<file path="src/rtl/reg_scoreboard_pkg.sv">
// Shared constants and helpers for the register scoreboard: register-number width,
// datapath width and the pending-write saturation limit.
package reg_scoreboard_pkg;

  localparam int NUM_REGS_DEF = 32;
  localparam int REGNOBITS    = 5;
  localparam int DBITS        = 32;
  localparam int CNT_BITS_DEF = 2;

  // Largest number of writes a CNT_BITS-wide counter can track.
  function automatic int sat_limit(input int cnt_bits);
    return (1 << cnt_bits) - 1;
  endfunction

endpackage

</file>
<file path="src/rtl/reg_scoreboard_if.sv">
// Decode-stage hazard interface: DE/WB/squash requests in, stall and status out.
interface reg_scoreboard_if #(
  parameter int NUM_REGS  = 32,
  parameter int REGNOBITS = 5,
  parameter int NUM_SRC   = 2,
  parameter int NUM_SQ    = 2
);

  logic [NUM_SRC-1:0]           src_valid;
  logic [NUM_SRC*REGNOBITS-1:0] src_regno;
  logic                         issue_valid;
  logic                         issue_wr_reg;
  logic [REGNOBITS-1:0]         issue_regno;
  logic                         wb_valid;
  logic [REGNOBITS-1:0]         wb_regno;
  logic [NUM_SQ-1:0]            sq_valid;
  logic [NUM_SQ*REGNOBITS-1:0]  sq_regno;
  logic                         stall;
  logic [NUM_REGS-1:0]          busy_vec;
  logic [31:0]                  stall_cnt;
  logic                         err;

  // Pipeline side: drives the requests and consumes the hazard status.
  modport master (
    output src_valid, src_regno, issue_valid, issue_wr_reg, issue_regno,
    output wb_valid, wb_regno, sq_valid, sq_regno,
    input  stall, busy_vec, stall_cnt, err
  );

  modport slave (
    input  src_valid, src_regno, issue_valid, issue_wr_reg, issue_regno,
    input  wb_valid, wb_regno, sq_valid, sq_regno,
    output stall, busy_vec, stall_cnt, err
  );

endinterface

</file>
<file path="src/rtl/reg_scoreboard_sb_counter.sv">
// One pending-write counter: a single increment and up to NUM_DEC decrements per
// cycle are summed; a negative result clamps to zero and flags underflow.
module sb_counter
  import reg_scoreboard_pkg::*;
#(
  parameter int CNT_BITS = 2,
  parameter int NUM_DEC  = 3
) (
  input  logic                clk,
  input  logic                reset,
  input  logic                inc,
  input  logic [NUM_DEC-1:0]  dec,
  output logic [CNT_BITS-1:0] count,
  output logic                underflow
);

  localparam int MAX_CNT = sat_limit(CNT_BITS);

  int                  ndec;
  int                  sum;
  logic [CNT_BITS-1:0] count_next;

  // NOTE: every variable gets a default at the top of always_comb so no path infers a latch.
  always_comb begin
    ndec       = 0;
    sum        = 0;
    count_next = count;
    underflow  = 1'b0;
    for (int k = 0; k < NUM_DEC; k++) begin
      ndec = ndec + int'(dec[k]);
    end
    sum = int'(count) + int'(inc) - ndec;
    if (sum < 0) begin
      count_next = '0;
      underflow  = 1'b1;
    end else if (sum > MAX_CNT) begin
      count_next = CNT_BITS'(MAX_CNT);
    end else begin
      count_next = CNT_BITS'(sum);
    end
  end

  // NOTE: sequential state uses non-blocking assignments so every counter updates together.
  always_ff @(posedge clk) begin
    if (reset) begin
      count <= '0;
    end else begin
      count <= count_next;
    end
  end

endmodule

</file>
<file path="src/rtl/reg_scoreboard.sv">
// Register scoreboard: tracks in-flight writes per architectural register and
// stalls decode on RAW hazards or when a destination counter is full.
module reg_scoreboard
  import reg_scoreboard_pkg::*;
#(
  parameter int NUM_REGS  = reg_scoreboard_pkg::NUM_REGS_DEF,
  parameter int REGNOBITS = reg_scoreboard_pkg::REGNOBITS,
  parameter int NUM_SRC   = 2,
  parameter int NUM_SQ    = 2,
  parameter int CNT_BITS  = reg_scoreboard_pkg::CNT_BITS_DEF,
  parameter int WB_BYPASS = 1
) (
  input logic               clk,
  input logic               reset,
  reg_scoreboard_if.slave   bus
);

  localparam logic [CNT_BITS-1:0] SAT = CNT_BITS'(sat_limit(CNT_BITS));
  localparam int                  NUM_DEC = NUM_SQ + 1;

  logic [CNT_BITS-1:0]  cnt [NUM_REGS];
  logic                 uf  [NUM_REGS];
  logic                 accept;
  logic                 stall;
  logic                 src_hazard;
  logic                 dest_full;
  logic                 bypass;
  logic [REGNOBITS-1:0] rn;
  logic                 any_uf;
  logic [NUM_REGS-1:0]  busy;
  logic [31:0]          stall_cnt;
  logic                 err;

  assign cnt[0] = '0;
  assign uf[0]  = 1'b0;

  // A source only clears early when its last pending write retires this cycle.
  always_comb begin
    src_hazard = 1'b0;
    bypass     = 1'b0;
    rn         = '0;
    for (int i = 0; i < NUM_SRC; i++) begin
      rn     = bus.src_regno[i*REGNOBITS +: REGNOBITS];
      bypass = (WB_BYPASS != 0) && (cnt[rn] == CNT_BITS'(1)) &&
               bus.wb_valid && (bus.wb_regno == rn);
      if (bus.src_valid[i] && (rn != '0) && (cnt[rn] != '0) && !bypass) begin
        src_hazard = 1'b1;
      end
    end
    dest_full = bus.issue_wr_reg && (bus.issue_regno != '0) &&
                (cnt[bus.issue_regno] == SAT);
    stall     = bus.issue_valid && (src_hazard || dest_full);
  end

  assign accept = bus.issue_valid && bus.issue_wr_reg &&
                  (bus.issue_regno != '0) && !stall;

  for (genvar r = 1; r < NUM_REGS; r++) begin : g_reg
    logic [NUM_DEC-1:0] dec;
    logic               inc;

    always_comb begin
      dec    = '0;
      dec[0] = bus.wb_valid && (bus.wb_regno == REGNOBITS'(r));
      for (int j = 0; j < NUM_SQ; j++) begin
        dec[j+1] = bus.sq_valid[j] &&
                   (bus.sq_regno[j*REGNOBITS +: REGNOBITS] == REGNOBITS'(r));
      end
    end

    assign inc = accept && (bus.issue_regno == REGNOBITS'(r));

    sb_counter #(
      .CNT_BITS (CNT_BITS),
      .NUM_DEC  (NUM_DEC)
    ) u_cnt (
      .clk       (clk),
      .reset     (reset),
      .inc       (inc),
      .dec       (dec),
      .count     (cnt[r]),
      .underflow (uf[r])
    );
  end

  always_comb begin
    busy   = '0;
    any_uf = 1'b0;
    for (int r = 1; r < NUM_REGS; r++) begin
      busy[r] = (cnt[r] != '0);
      any_uf  = any_uf | uf[r];
    end
  end

  always_ff @(posedge clk) begin
    if (reset) begin
      stall_cnt <= '0;
      err       <= 1'b0;
    end else begin
      if (bus.issue_valid && stall) begin
        stall_cnt <= stall_cnt + 32'd1;
      end
      if (any_uf) begin
        err <= 1'b1;
      end
    end
  end

  assign bus.stall     = stall;
  assign bus.busy_vec  = busy;
  assign bus.stall_cnt = stall_cnt;
  assign bus.err       = err;

endmodule

</file>
<file path="src/flat_wrapper.sv">
// flat-port wrapper written by rule: the top's interface ports become plain ports
module reg_scoreboard_flat import reg_scoreboard_pkg::*;
#(
  parameter int NUM_REGS  = reg_scoreboard_pkg::NUM_REGS_DEF,
  parameter int REGNOBITS = reg_scoreboard_pkg::REGNOBITS,
  parameter int NUM_SRC   = 2,
  parameter int NUM_SQ    = 2,
  parameter int CNT_BITS  = reg_scoreboard_pkg::CNT_BITS_DEF,
  parameter int WB_BYPASS = 1
)
  (clk, reset, bus_src_valid, bus_src_regno, bus_issue_valid, bus_issue_wr_reg, bus_issue_regno, bus_wb_valid, bus_wb_regno, bus_sq_valid, bus_sq_regno, bus_stall, bus_busy_vec, bus_stall_cnt, bus_err);
  reg_scoreboard_if #(.NUM_REGS(NUM_REGS), .REGNOBITS(REGNOBITS), .NUM_SRC(NUM_SRC), .NUM_SQ(NUM_SQ)) bus_i ();
  input logic clk;
  input logic reset;
  input wire logic [$bits(bus_i.src_valid)-1:0] bus_src_valid;
  input wire logic [$bits(bus_i.src_regno)-1:0] bus_src_regno;
  input wire logic [$bits(bus_i.issue_valid)-1:0] bus_issue_valid;
  input wire logic [$bits(bus_i.issue_wr_reg)-1:0] bus_issue_wr_reg;
  input wire logic [$bits(bus_i.issue_regno)-1:0] bus_issue_regno;
  input wire logic [$bits(bus_i.wb_valid)-1:0] bus_wb_valid;
  input wire logic [$bits(bus_i.wb_regno)-1:0] bus_wb_regno;
  input wire logic [$bits(bus_i.sq_valid)-1:0] bus_sq_valid;
  input wire logic [$bits(bus_i.sq_regno)-1:0] bus_sq_regno;
  output wire logic [$bits(bus_i.stall)-1:0] bus_stall;
  output wire logic [$bits(bus_i.busy_vec)-1:0] bus_busy_vec;
  output wire logic [$bits(bus_i.stall_cnt)-1:0] bus_stall_cnt;
  output wire logic [$bits(bus_i.err)-1:0] bus_err;
  assign bus_i.src_valid = bus_src_valid;
  assign bus_i.src_regno = bus_src_regno;
  assign bus_i.issue_valid = bus_issue_valid;
  assign bus_i.issue_wr_reg = bus_issue_wr_reg;
  assign bus_i.issue_regno = bus_issue_regno;
  assign bus_i.wb_valid = bus_wb_valid;
  assign bus_i.wb_regno = bus_wb_regno;
  assign bus_i.sq_valid = bus_sq_valid;
  assign bus_i.sq_regno = bus_sq_regno;
  assign bus_stall = bus_i.stall;
  assign bus_busy_vec = bus_i.busy_vec;
  assign bus_stall_cnt = bus_i.stall_cnt;
  assign bus_err = bus_i.err;
  reg_scoreboard #(.NUM_REGS(NUM_REGS), .REGNOBITS(REGNOBITS), .NUM_SRC(NUM_SRC), .NUM_SQ(NUM_SQ), .CNT_BITS(CNT_BITS), .WB_BYPASS(WB_BYPASS)) u_core (.clk(clk), .reset(reset), .bus(bus_i));
endmodule
</file>
<file path="config.mk">
export PLATFORM = sky130hd
export DESIGN_NAME = reg_scoreboard_flat
export DESIGN_NICKNAME = d
export VERILOG_FILES = /design/src/rtl/reg_scoreboard_pkg.sv /design/src/rtl/reg_scoreboard_if.sv /design/src/rtl/reg_scoreboard_sb_counter.sv /design/src/rtl/reg_scoreboard.sv /design/src/flat_wrapper.sv
export SDC_FILE = /design/constraint.sdc
export NUM_CORES = 1
export LEC_CHECK = 0
export ABC_AREA = 1
export CORE_ASPECT_RATIO = 1.2
export CORE_MARGIN = 2
export CORE_UTILIZATION = 40
export DETAILED_ROUTE_END_ITERATION = 6
export SLEW_MARGIN = 25
export SYNTH_ARGS = -nofsm -noshare
export SYNTH_HDL_FRONTEND = slang
export SYNTH_SLANG_ARGS = --single-unit
</file>
<file path="constraint.sdc">
create_clock -name clk -period 6.97 [get_ports clk]
set_input_delay 0.697 -clock clk [delete_from_list [all_inputs] [get_ports clk]]
set_output_delay 0.697 -clock clk [all_outputs]
set_load 0.02 [all_outputs]
</file>
# After elaboration in Yosys (flattened, before gate mapping)
# Cells that the tools add are included.
[totals]
input_bits = 39
register_bits = 95
out_inout_bits = 66
wordCells = 670
[op_classes]
n_lt_le_gt_ge = 65
n_reduce_logical = 212
bitwise_logic = 33
eq_ne = 129
muxes = 73
add_sub_neg = 125
[op_table]
columns = ["cell", "n"]
rows = [
  ["5-bit == test, second input constant", 64],
  ["2-bit by 1-bit adder with 3-bit output", 62],
  ["5-bit by 4-bit == test with 1-bit output, second input constant", 32],
  ["1-bit logical AND", 141],
  ["4-bit by 3-bit > comparator with 1-bit output, second input constant", 31],
  ["4-bit by 1-bit < comparator with 1-bit output, second input constant", 31],
  ["3-bit by 3-bit subtractor with 4-bit output", 31],
  ["5-bit by 3-bit == test with 1-bit output, second input constant", 16],
  ["2-bit two-way mux", 37],
  ["2-bit nonzero test", 33],
  ["1-bit by 1-bit adder with 2-bit output", 31],
  ["2-bit OR reduction", 31],
  ["5-bit by 2-bit == test with 1-bit output, second input constant", 8],
  ["1-bit two-way mux", 33],
  ["32-bit by 1-bit adder with 32-bit output, second input constant", 1],
  ["2-bit binary-select mux with 5-bit select", 3],
  ["1-bit OR", 30],
  ["5-bit by 1-bit == test with 1-bit output, second input constant", 4],
  ["6-bit >= comparator, second input constant", 3],
  ["5-bit NOT with 6-bit output", 3],
  ["5-bit nonzero test", 3],
  ["5-bit == test", 2],
  ["2-bit by 1-bit == test with 1-bit output, second input constant", 2],
  ["1-bit zero test", 3],
  ["2 further kinds", 2],
]

# Depth between registers and ports, before layout
# Gate-level depths: netlist of run 1.
[logic_depth]
depth_word = 50
mapped_depth = 25
depth_no_buf = 23

# Modules after synthesis
# A second synthesis of run 1 with hierarchy kept.
[unflattened]
hier_cells = 1632
area_unflattened_um2 = 10410.0
[modules_own_cells]
columns = ["module", "n_inst", "area_per_inst_um2", "cells_per_inst"]
rows = [
  ["reg_scoreboard", 1, 5522.8, 1136],
  ["sb_counter", 31, 157.7, 16],
]

# Worst setup path before layout of run 1
# OpenSTA, ideal clock, no wires.
[synth_path]
path_type = "input -> register"
from = "in bus_wb_regno[4]"
to = "reg u_core.err (netlist: u_core.bus.err)"
t_required_ns = 6.838
path_slack_ns = 3.720
path_stages = 13
setup_time_ns = 0.132
arrival_time_ns = 3.117
cell_sequence = "inv_1 -> nand2_1 -> clkbuf_1 -> nor2_1 -> ha_1 -> inv_1 -> fa_1 -> fa_1 -> ha_1 -> or2_2 -> nand4_1 -> nor4_1 -> a21oi_1"
[synth_between]
elab_chain_len = 45
elab_cells_between_ends = 323
classes_between = "add/sub (124); order compare (31); eq/ne (33); mux (33); bitwise (30); reduce/logical (72)"
[synth_lines]
columns = ["element", "line_no", "rtl"]
rows = [
  ["start: declaration", "flat_wrapper.sv:21", "input wire logic [$bits(bus_i.wb_regno)-1:0] bus_wb_regno;"],
  ["5-bit == test", "reg_scoreboard.sv:45", "bus.wb_valid && (bus.wb_regno == rn);"],
  ["1-bit logical AND", "reg_scoreboard.sv:45", ""],
  ["1-bit zero test", "reg_scoreboard.sv:46", "if (bus.src_valid[i] && (rn != '0) && (cnt[rn] != '0) && !bypass) begin"],
  ["1-bit logical AND", "reg_scoreboard.sv:46", ""],
  ["1-bit two-way mux (2 in series)", "reg_scoreboard.sv:46", ""],
  ["1-bit logical OR", "reg_scoreboard.sv:52", "stall = bus.issue_valid && (src_hazard || dest_full);"],
  ["1-bit logical AND", "reg_scoreboard.sv:52", ""],
  ["1-bit zero test", "reg_scoreboard.sv:56", "(bus.issue_regno != '0) && !stall;"],
  ["1-bit logical AND", "reg_scoreboard.sv:56", ""],
  ["1-bit logical AND", "reg_scoreboard.sv:71", "assign inc = accept && (bus.issue_regno == REGNOBITS'(r));"],
  ["2-bit by 1-bit adder with 3-bit output", "reg_scoreboard_sb_counter.sv:32", "sum = int'(count) + int'(inc) - ndec;"],
  ["3-bit by 3-bit subtractor with 4-bit output", "reg_scoreboard_sb_counter.sv:32", ""],
  ["4-bit by 1-bit < comparator with 1-bit output", "reg_scoreboard_sb_counter.sv:33", "if (sum < 0) begin"],
  ["1-bit two-way mux", "reg_scoreboard_sb_counter.sv:33", ""],
  ["1-bit OR (29 in series)", "reg_scoreboard.sv:91", "any_uf = any_uf | uf[r];"],
  ["1-bit OR *", "reg_scoreboard.sv:91", ""],
  ["end signal: assignment", "reg_scoreboard.sv:98", "err <= 1'b0;"],
  ["end signal: assignment", "reg_scoreboard.sv:104", "err <= 1'b1;"],
  ["end: declaration", "reg_scoreboard.sv:32", "logic err;"],
]
# Mark *: on every way between the ends. The rest lies on a longest branch, timed or not.
# A chain may end at the register's enable or synchronous reset.

# Worst setup path after layout of run 1
[layout_path]
from = "in bus_issue_regno[0]"
to = "reg u_core.err (netlist: u_core.bus.err)"
[layout_between]
elab_chain_len = 45
elab_cells_between_ends = 229
classes_between = "add/sub (62); order compare (31); eq/ne (32); mux (34); bitwise (31); reduce/logical (39)"
[layout_lines]
columns = ["element", "line_no", "rtl"]
rows = [
  ["start: declaration", "flat_wrapper.sv:19", "input wire logic [$bits(bus_i.issue_regno)-1:0] bus_issue_regno;"],
  ["5-bit NOT with 6-bit output (implied by the code)", "reg_scoreboard.sv:51", "(cnt[bus.issue_regno] == SAT);"],
  ["2-bit binary-select mux with 5-bit select", "reg_scoreboard.sv:51", ""],
  ["2-bit two-way mux (implied by the code) (2 in series)", "reg_scoreboard.sv:51", ""],
  ["2-bit == test", "reg_scoreboard.sv:51", ""],
  ["1-bit logical AND", "reg_scoreboard.sv:50", "dest_full = bus.issue_wr_reg && (bus.issue_regno != '0) &&"],
  ["1-bit logical OR", "reg_scoreboard.sv:52", ""],
  ["1-bit logical AND", "reg_scoreboard.sv:52", ""],
  ["1-bit zero test", "reg_scoreboard.sv:56", ""],
  ["1-bit logical AND", "reg_scoreboard.sv:56", ""],
  ["1-bit logical AND", "reg_scoreboard.sv:71", ""],
  ["2-bit by 1-bit adder with 3-bit output", "reg_scoreboard_sb_counter.sv:32", ""],
  ["3-bit by 3-bit subtractor with 4-bit output", "reg_scoreboard_sb_counter.sv:32", ""],
  ["4-bit by 1-bit < comparator with 1-bit output", "reg_scoreboard_sb_counter.sv:33", ""],
  ["1-bit two-way mux", "reg_scoreboard_sb_counter.sv:33", ""],
  ["1-bit OR (29 in series)", "reg_scoreboard.sv:91", ""],
  ["1-bit OR *", "reg_scoreboard.sv:91", ""],
]
# Mark *: on every way between the ends. The rest lies on a longest branch, timed or not. The select of a mux whose other input is x is not followed.

==> results of run 1 <==
worst paths after layout:
path / start / end
max: bus_issue_regno[0] / u_core.bus.err
min: u_core.bus.stall_cnt[31] / u_core.bus.stall_cnt[31]
max reg2reg: u_core.g_reg[15].u_cnt.count[1] / u_core.bus.err
min reg2reg: u_core.bus.stall_cnt[31] / u_core.bus.stall_cnt[31]
stage by stage:
step	utilization (%)	power (uW)	hold WS [ps]
6_report	47.0	1520	499
5_1_grt	47.0	1590	532
4_1_cts	47.0	1520	504
3_5_place_dp	45.8	987	487
3_3_place_gp	45.8	987	482
2_1_floorplan	-	825	559
area by class of cell:
type / instances / area share [%]
Tap cell: 325 / 3.50
Clock inverter: 7 / 0.679
Multi-Input combinational cell: 1243 / 62.2
Clock buffer: 9 / 1.94
Timing Repair Buffer: 114 / 9.60
Inverter: 177 / 5.73
Sequential cell: 95 / 16.4
layer usage:
layer | GRT usage [%] | share of wire (%) | vias up
li1 | - | - | 5122
met1 | 35.2 | 40 | 4859
met2 | 49.1 | 46 | 468
met3 | 7.02 | 8.8 | 93
met4 | 16.9 | 6.1 | 0
met5 | 0 | 0 | -
logic make-up (layout without fill, tap and decap cells):
group | count (synthesis) | in the layout
AO/OA/AOI/OAI | 167 | 167
XOR/XNOR | 30 | 30
other | 1 | 1
buffers and inverters | 231 | 307
adder cells (fa/ha/maj) | 156 | 156
AND/OR/NAND/NOR | 889 | 889
flip-flops | 95 | 95
sequential cells by signal, indices dropped and copies added (netlist names):
signal,flops
u_core.g.u_cnt.count,62
u_core.bus.stall_cnt,32
u_core.bus.err,1
worst max-delay path, stage by stage:
cell,delay [ps]
clkdlybuf4s50_1,1020
buf_4,400
o21ai_0,220
nand2_1,100
nand2_1,70
nand2_1,70
nand2_1,70
o21ai_1,110
nand2_1,60
nand3_1,100
nand3_2,110
nand2_2,60
buf_4,350
nand3_2,480
nor2_1,290
ha_1,180
ha_1,210
nor2_1,70
nor2_1,140
o221ai_1,320
nor4_1,320
a21oi_1,100
cell usage in the layout, fill, tap and decap left out, types with 2 or more instances in the layout:
| cell type | count |
|---|---|
| clkbuf_16 | 9 |
| dfxtp_1 | 95 |
| or2_2 | 29 |
| a21oi_1 | 112 |
| clkdlybuf4s50_1 | 103 |
| fa_1 | 62 |
| xor2_1 | 21 |
| xnor2_1 | 9 |
| o21ai_1 | 6 |
| inv_6 | 2 |
| inv_2 | 3 |
| nand3_2 | 3 |
| nand2_1 | 464 |
| nand3_1 | 116 |
| nor2_1 | 240 |
| ha_1 | 94 |
| inv_1 | 173 |
| nand4_1 | 15 |
| clkinvlp_4 | 2 |
| o21ai_0 | 34 |
| o211ai_1 | 11 |
| nor4_1 | 10 |
| o22ai_1 | 2 |
| buf_4 | 11 |
| nor3_1 | 9 |
power by group:
group	switching, uW	leakage [uW]	internal [uW]
clock	251	0.000144	283
sequential	28.5	0.000769	559
combinational	260	0.00432	135
==> results.yml, run 1 <==
cells_and_area:
  drive_above_1_share_pct: 3.89
  area_growth_pct: 15.6
  final_cells: 1970
  regArea_sq_um: 1900
  multi_input_area_sq_um: 7210
  n_antenna_cell: 0
  nets: 1835
  finalInstanceArea_sq_um: 11600
  fillers: 2603
logic_synthesis:
  async_flop_share_pct: 0
  synth_top_family_by_area: "simple AND/OR/NAND/NOR gates"
  yosysSeqAreaShare_pct: 18.9
  synth_fa_ha_area_share_pct: 24.1
  syn_inst: 1569
  synth_compound_area_share_pct: 8.70
  synth_area_sq_um: 10000
  yosysMostFrequentCell: "nand2_1"
  ys.flop_type: "dfxtp_1"
  yosys_warnings: 0
  synth_cell_types: 31
  synth-seq-cells: 95
  synth-edff-count: 0
  syn_nets: 1764
  synth.area.mux_share_pct: 0
  synth_xor_area_share_pct: 2.62
  synthTopCellsByCount: "nand2_1 (464), nor2_1 (240), inv_1 (173), nand3_1 (116), a21oi_1 (112)"
  yosys.area_share.simple_pct: 36.4
  avgSynthCellArea_sq_um: 6.40
  synth.largest_area_cell: "dfxtp_1"
  netlist.area_leader.share_pct: 18.9
  synth.area.top_cells: "dfxtp_1 (19%), nand2_1 (17%), fa_1 (12%), ha_1 (12%), nor2_1 (9.0%)"
clock_network:
  cts_root_buf: "clkbuf_16"
  cts_tree: "built"
  worstSkewPairLatency_ps: 370
  hold_buffers: 0
  cts_buffers: 9
  postCtsSetupRepairBufs: 0
  clockBufferDepth: 2
  clk_pin_slew_ps: 70
  cts.sinks: 95
  cts-resized-gates: 0
  ctsHtreeMaxLevel: 3
timing:
  maxSlewViolCount: 0
  period_share_pct: 76.5
  setup_slack_ps: 1630
  fmax_ghz: 0.187
  skew_ps: 8.18
  layout_min_cycle_time_ps: 5340
  fin_tns_setup_ps: 0
  rsz0062_at_grt: "false"
  relSlewSlack_pct: 36.2
  finalHoldViolCount: 0
  setup_viol: 0
  tightest_slew_ps: 954
setup_path:
  start_kind: "primary input"
  crit_arrival_ps: 5580
  path_class: "in2reg"
  reg2reg_slack_ps: 2900
  r2r_cells: 21
  path_max_fanout: 33
  crit_path_end_kind: "register"
  crit_required_ps: 7210
die:
  ios: 105
  die_h_um: 178
  core_sq_um: 24700
  die_w_um: 149
  start_util_pct: 40.7
  row_count: 63
  die_area_sq_um: 26400
power_and_ir_drop:
  peakVddDrop_v: 0.000118
  power.density_nw_per_um2: 131
  power.leakage_uw: 0.00524
drt:
  vias_per_cell: 5.35
  firstDrtPassIters: 6
  drc_errors: 0
  routedWlPerCell_um: 19.4
  drtIter0Drc: 805
  vias: 10500
  wirelength_mm: 38.1
  antenna_left: 0
global_routing:
  grtUsageTotal_pct: 29.7
  grt_max_degree: 44
  grt_pass1_wl_mm: 58.5
  antenna_found_initial: 0
  grt_pass1_vias: 10400
  grt_overflow: 0
min_path:
  hold_depth: 2
  min_path_type: "reg2reg"
placed_design:
  dpl_cell_area_sq_um: 11300
  place_congestion: 0.965
  dp_hpwl_mm: 29.7
  io_buffers: 103
  place_ws_ps: 1350
  dp_cells: 1954
flow_run:
  cap_violations: 0
status:
  status: "completed"
(Power assumes the default switching activity.)
==> run 2, diff against run 1 <==
==> constraint.sdc (replaced) <==
create_clock -name clk -period 5.58 [get_ports clk]
set_input_delay 0.558 -clock clk [delete_from_list [all_inputs] [get_ports clk]]
set_output_delay 0.558 -clock clk [all_outputs]
set_load 0.02 [all_outputs]
==> run 2 against run 1 <==
Effect of this change:
- final cell count grew 0.10%
- combinational power grew 22%
- register-to-register slack got worse by 1200 ps
- global-route usage down 0.83 points
- critical path depth shrank 1
- clock-buffer cell count grew 1
- routed wire length fell by 2.5%
- largest cell class unchanged
- clock power is 33% higher
- non-clock buffer count rose by 2
- design area is 0.35% higher
==> results.yml, run 2 (synthesized netlist as in run 1, its figures left out) <==
status:
  status: "completed"
drt:
  routedWlPerCell_um: 18.9
  drc_errors: 0
  drtIter0Drc: 611
  vias_per_cell: 5.33
  firstDrtPassIters: 7
  antenna_left: 0
  vias: 10500
  wirelength_mm: 37.2
die:
  ios: 105
  row_count: 63
  core_sq_um: 24700
  die_w_um: 149
  die_h_um: 178
  die_area_sq_um: 26400
  start_util_pct: 40.7
cells_and_area:
  final_cell_mix: "nand2_1 (464), nor2_1 (240), inv_1 (173)"
  postLayoutCoreUtil_pct: 47.2
  top_regs: "u_core.g.u_cnt.count x62, u_core.bus.stall_cnt x32, u_core.bus.err x1"
  final_common_cell: "nand2_1"
  largest_register_ffs: 62
  area_growth_pct: 16.0
  largest_register: "u_core.g.u_cnt.count"
  finalInstanceArea_sq_um: 11600
  n_antenna_cell: 0
  nets: 1837
  drive_above_1_share_pct: 4.01
clock_network:
  cts_buffers: 9
  cts-resized-gates: 0
  cts.sinks: 95
  clk_pin_slew_ps: 70
  ctsHtreeMaxLevel: 3
  cts_root_buf: "clkbuf_16"
  clockBufferDepth: 2
  hold_buffers: 0
  postCtsSetupRepairBufs: 0
  cts_tree: "built"
  worstSkewPairLatency_ps: 370
setup_path:
  reg2reg_to: "u_core.bus.err"
  crit_path_max_incr_delay_ps: 990
  crit_path_end_kind: "register"
  r2r_cells: 19
  slowest_stage: "clkdlybuf4s50_1"
  reg2reg_slack_ps: 1680
  crit_arrival_ps: 5220
  path_max_fanout: 20
  path_class: "in2reg"
  start_kind: "primary input"
  r2r-start: "u_core.g_reg[27].u_cnt.count[1]"
  path_common_cell: "nand2_1"
  crit_required_ps: 5810
  crit_chain: "clkdlybuf4s50_1, inv_1, nand2_1, nand2_1, nor2_1, nand3_1, nand3_1, nand2_1, nand3_1, nand2_1, nand2_1, nand3_2, nand2_2, nand3_2, nor2_1, ha_1, ha_1, or2_2, nand4_1, nor4_1, a21oi_1"
global_routing:
  busiest_layer: "met2"
  grt_overflow: 0
  use_met3_pct: 4.06
  grtUsageTotal_pct: 28.8
  grt_pass1_wl_mm: 57.7
  use_met1_pct: 35.6
  grt_max_degree: 43
  grt_pass1_vias: 10200
  met2_usage_pct: 49.3
  antenna_found_initial: 0
timing:
  tightest_slew_ps: 832
  period_share_pct: 89.5
  layout_min_cycle_time_ps: 5000
  relSlewSlack_pct: 44.4
  rsz0062_at_grt: "false"
  finalHoldViolCount: 0
  maxSlewViolCount: 0
  fmax_ghz: 0.200
  skew_ps: 8.80
  setup_viol: 0
  fin_tns_setup_ps: 0
  hold_ws_ps: 491
power_and_ir_drop:
  power.leakage_uw: 0.00526
  power_uw: 1930
  power.density_nw_per_um2: 166
  peakVddDrop_v: 0.000134
min_path:
  hold_depth: 2
  hold_end: "u_core.bus.stall_cnt[31]"
  min_path_type: "reg2reg"
  min_from: "u_core.bus.stall_cnt[31]"
placed_design:
  dpl_cell_area_sq_um: 11300
  io_buffers: 103
  dp_hpwl_mm: 30.1
  place_congestion: 0.961
flow_run:
  cap_violations: 0
run 2: worst max-delay path by stage:
| stage | start | to | slack [ps] | depth (start not counted) |
|---|---|---|---|---|
| 2_1_floorplan | bus_wb_regno[4] | u_core.bus.err | 2470 | 13 |
| 3_3_place_gp | bus_src_regno[1] | u_core.bus.err | 260 | 21 |
| 3_5_place_dp | bus_src_regno[1] | u_core.bus.err | 240 | 21 |
| 4_1_cts | bus_src_regno[1] | u_core.bus.err | 630 | 21 |
| 5_1_grt | bus_src_regno[1] | u_core.bus.err | 330 | 21 |
| 6_report | bus_src_regno[1] | u_core.bus.err | 580 | 21 |
run 2: metal layers:
layer	vias up	wire, um
met4	0	1860
met2	346	17700
li1	5139	-
met5	-	0
met3	93	2140
met1	4937	15400
run 2: cell type report:
type | count | area, sq um
clock buffer | 10 | 239
fill | 2570 | 13000
sequential | 95 | 1900
timing repair buffer | 116 | 1130
inverter | 177 | 664
multi-input combinational | 1243 | 7210
tap | 325 | 407
clock inverter | 6 | 90.1
run 2: worst max-delay path, delay by kind of cell:
kind | cells | cell delay [ps]
adders and majority gates | 2 | 370
and+or+nand+nor | 16 | 2810
AOI/OAI and AO/OA | 1 | 130
buffers and inverters | 2 | 1330
run 2: where the power goes:
group | internal [uW] | total, uW | switching (uW) | leakage [uW]
clock | 408 | 711 | 303 | 0.000159
combinational | 170 | 482 | 312 | 0.00433
sequential | 698 | 737 | 39.1 | 0.000769
run 2: per-stage QoR:
stage	setup WS, ps	cells
after floorplan	2470	1569
after global placement	264	1956
after detailed placement	238	1956
after CTS	629	1972
after global routing	334	1972
final	584	1972
==> run 3, diff against run 2 <==
--- a/config.mk
+++ b/config.mk
@@ -8,8 +8,9 @@
 export ABC_AREA = 1
 export CORE_ASPECT_RATIO = 1.2
 export CORE_MARGIN = 2
-export CORE_UTILIZATION = 40
+export CORE_UTILIZATION = 45
 export DETAILED_ROUTE_END_ITERATION = 6
+export PLACE_DENSITY = 0.66
 export SLEW_MARGIN = 25
 export SYNTH_ARGS = -nofsm -noshare
 export SYNTH_HDL_FRONTEND = slang
==> run 3 against run 2 <==
Effect of this change:
- setup slack improved by 88 ps
- final cell count decreased by 2.4%
- combinational power increased by 1%
- sequential cell count is the same
- via count is 1.8% higher
- power grew 1.5%
- sequential power about the same
- sequential share of layout area about the same
- global-route usage rose by 3.5 points
- first-iteration DRC count up 13%
==> results.yml, run 3 (synthesized netlist as in run 1, its figures left out) <==
power_and_ir_drop:
  power.leakage_uw: 0.00528
  p_int_uw: 1290
  switching_share_pct: 34.1
  peakVddDrop_v: 0.000144
  power.density_nw_per_um2: 169
  pwr-share-clk_pct: 37.5
  seq_power_share_pct: 37.7
  power_frac_comb_pct: 24.8
  power_switching_uw: 669
  power_uw: 1960
die:
  ios: 105
  die_h_um: 168
  core_sq_um: 21800
  die_w_um: 140
  start_util_pct: 46.1
  die_area_sq_um: 23500
  row_count: 59
clock_network:
  clockBufferDepth: 2
  clk_pin_slew_ps: 70
  cts.sinks: 95
  postCtsSetupRepairBufs: 0
  ctsHtreeMaxLevel: 3
  cts_buffers: 9
  cts_tree: "built"
  cts_root_buf: "clkbuf_16"
  hold_buffers: 0
  worstSkewPairLatency_ps: 370
  cts-resized-gates: 0
cells_and_area:
  final_cells: 1924
  final_common_cell: "nand2_1"
  nets: 1840
  top_regs: "u_core.g.u_cnt.count x62, u_core.bus.stall_cnt x32, u_core.bus.err x1"
  final_cell_mix: "nand2_1 (464), nor2_1 (240), inv_1 (173)"
  largest_register_ffs: 62
  drive_above_1_share_pct: 4.18
  n_antenna_cell: 0
  area_growth_pct: 15.7
  largest_register: "u_core.g.u_cnt.count"
global_routing:
  grt_max_degree: 43
  antenna_found_initial: 0
  grt_overflow: 0
  grtUsageTotal_pct: 32.3
  grt_pass1_wl_mm: 58.3
  grt_pass1_vias: 10300
drt:
  vias_per_cell: 5.56
  wirelength_mm: 38.1
  antenna_left: 0
  drtIter0Drc: 688
  routedWlPerCell_um: 19.8
  drc_errors: 0
  vias: 10700
  firstDrtPassIters: 6
setup_path:
  crit_chain: "clkdlybuf4s50_1, inv_1, nand2_1, nand2_1, nor2_1, nand3_1, nand3_1, nand2_1, nand3_1, nand2_1, nand2_1, nand3_2, nand2_2, nand3_2, nor2_1, ha_1, ha_1, or2_2, nand4_1, nor4_1, a21oi_1"
  crit_required_ps: 5810
  crit_path_max_incr_delay_ps: 1000
  path_common_cell: "nand2_1"
  start_kind: "primary input"
  r2r_cells: 19
  path_depth: 21
  crit_family: "simple AND/OR/NAND/NOR gates"
  path_max_fanout: 20
  crit_arrival_ps: 5140
  crit_path_end_kind: "register"
  slowest_stage: "clkdlybuf4s50_1"
  worst-path-buf-inv: 2
  path_class: "in2reg"
timing:
  setup_viol: 0
  tightest_slew_ps: 819
  fin_tns_setup_ps: 0
  skew_ps: 11.4
  layout_min_cycle_time_ps: 4910
  finalHoldViolCount: 0
  period_share_pct: 87.9
  hold_ws_ps: 506
  maxSlewViolCount: 0
  relSlewSlack_pct: 45.2
  fmax_ghz: 0.204
  rsz0062_at_grt: "false"
placed_design:
  io_buffers: 103
  dp_hpwl_mm: 30.1
  place_congestion: 0.974
  dp_cells: 1908
min_path:
  min_path_type: "reg2reg"
  hold_depth: 2
status:
  status: "completed"
flow_run:
  cap_violations: 0
## run 3: changes by cell type in the layout (fill, tap and decap cells not counted)
| cell | before | now |
|---|---|---|
| buf_4 | 13 | 16 |
| clkbuf_8 | 1 | 2 |
| clkinv_2 | 1 | 0 |
## run 3: through the flow
stage | cell area [sq um] | setup slack, ps | util, %
after CTS | 11600 | 735 | 53.3
after floorplan | 10000 | 2470 | -
after detailed placement | 11300 | 357 | 51.8
after global placement | 11300 | 386 | 51.8
after global routing | 11600 | 457 | 53.3
final | 11600 | 673 | 53.3
## run 3: worst register-to-register path: cells and delay by family, from the launching register on
kind | cells | cell delay, ps
simple gates | 15 | 2590
fa+ha+maj | 2 | 410
flops | 1 | 400
buf+inv | 1 | 190
compound gates | 1 | 120
## run 3: path summary, 6_finish.rpt
| check | slack [ps] | start | endpoint |
|---|---|---|---|
| max | 670 | bus_src_regno[1] | u_core.bus.err |
| min | 510 | u_core.bus.stall_cnt[31] | u_core.bus.stall_cnt[31] |
| max reg2reg | 1730 | u_core.g_reg[3].u_cnt.count[0] | u_core.bus.err |
| min reg2reg | 510 | u_core.bus.stall_cnt[31] | u_core.bus.stall_cnt[31] |
## run 3: per-layer routing
| layer | share of wire, % | vias to the layer above | global-route usage [%] |
|---|---|---|---|
| li1 | - | 5119 | - |
| met1 | 39 | 4947 | 39.1 |
| met2 | 48 | 528 | 56.9 |
| met3 | 7.8 | 111 | 4.98 |
| met4 | 5.2 | 0 | 13.9 |
| met5 | 0 | - | 0 |
## run 3: area by class of cell
type	count	area [sq um]
tap	274	343
fill	2227	10200
clock buffer	11	253
sequential	95	1900
timing repair buffer	119	1150
inverter	177	664
multi-input combinational	1243	7210
clock inverter	5	85.1
## run 3: power by group through the flow
| stage | sequential [uW] | combinational [uW] | clock [uW] |
|---|---|---|---|
| 3_3_place_gp | 754 | 478 | 0 |
| 4_1_cts | 738 | 480 | 747 |
| 2_1_floorplan | 737 | 293 | 0 |
| 3_5_place_dp | 754 | 478 | 0 |
| 5_1_grt | 741 | 532 | 770 |
| 6_report | 739 | 487 | 734 |
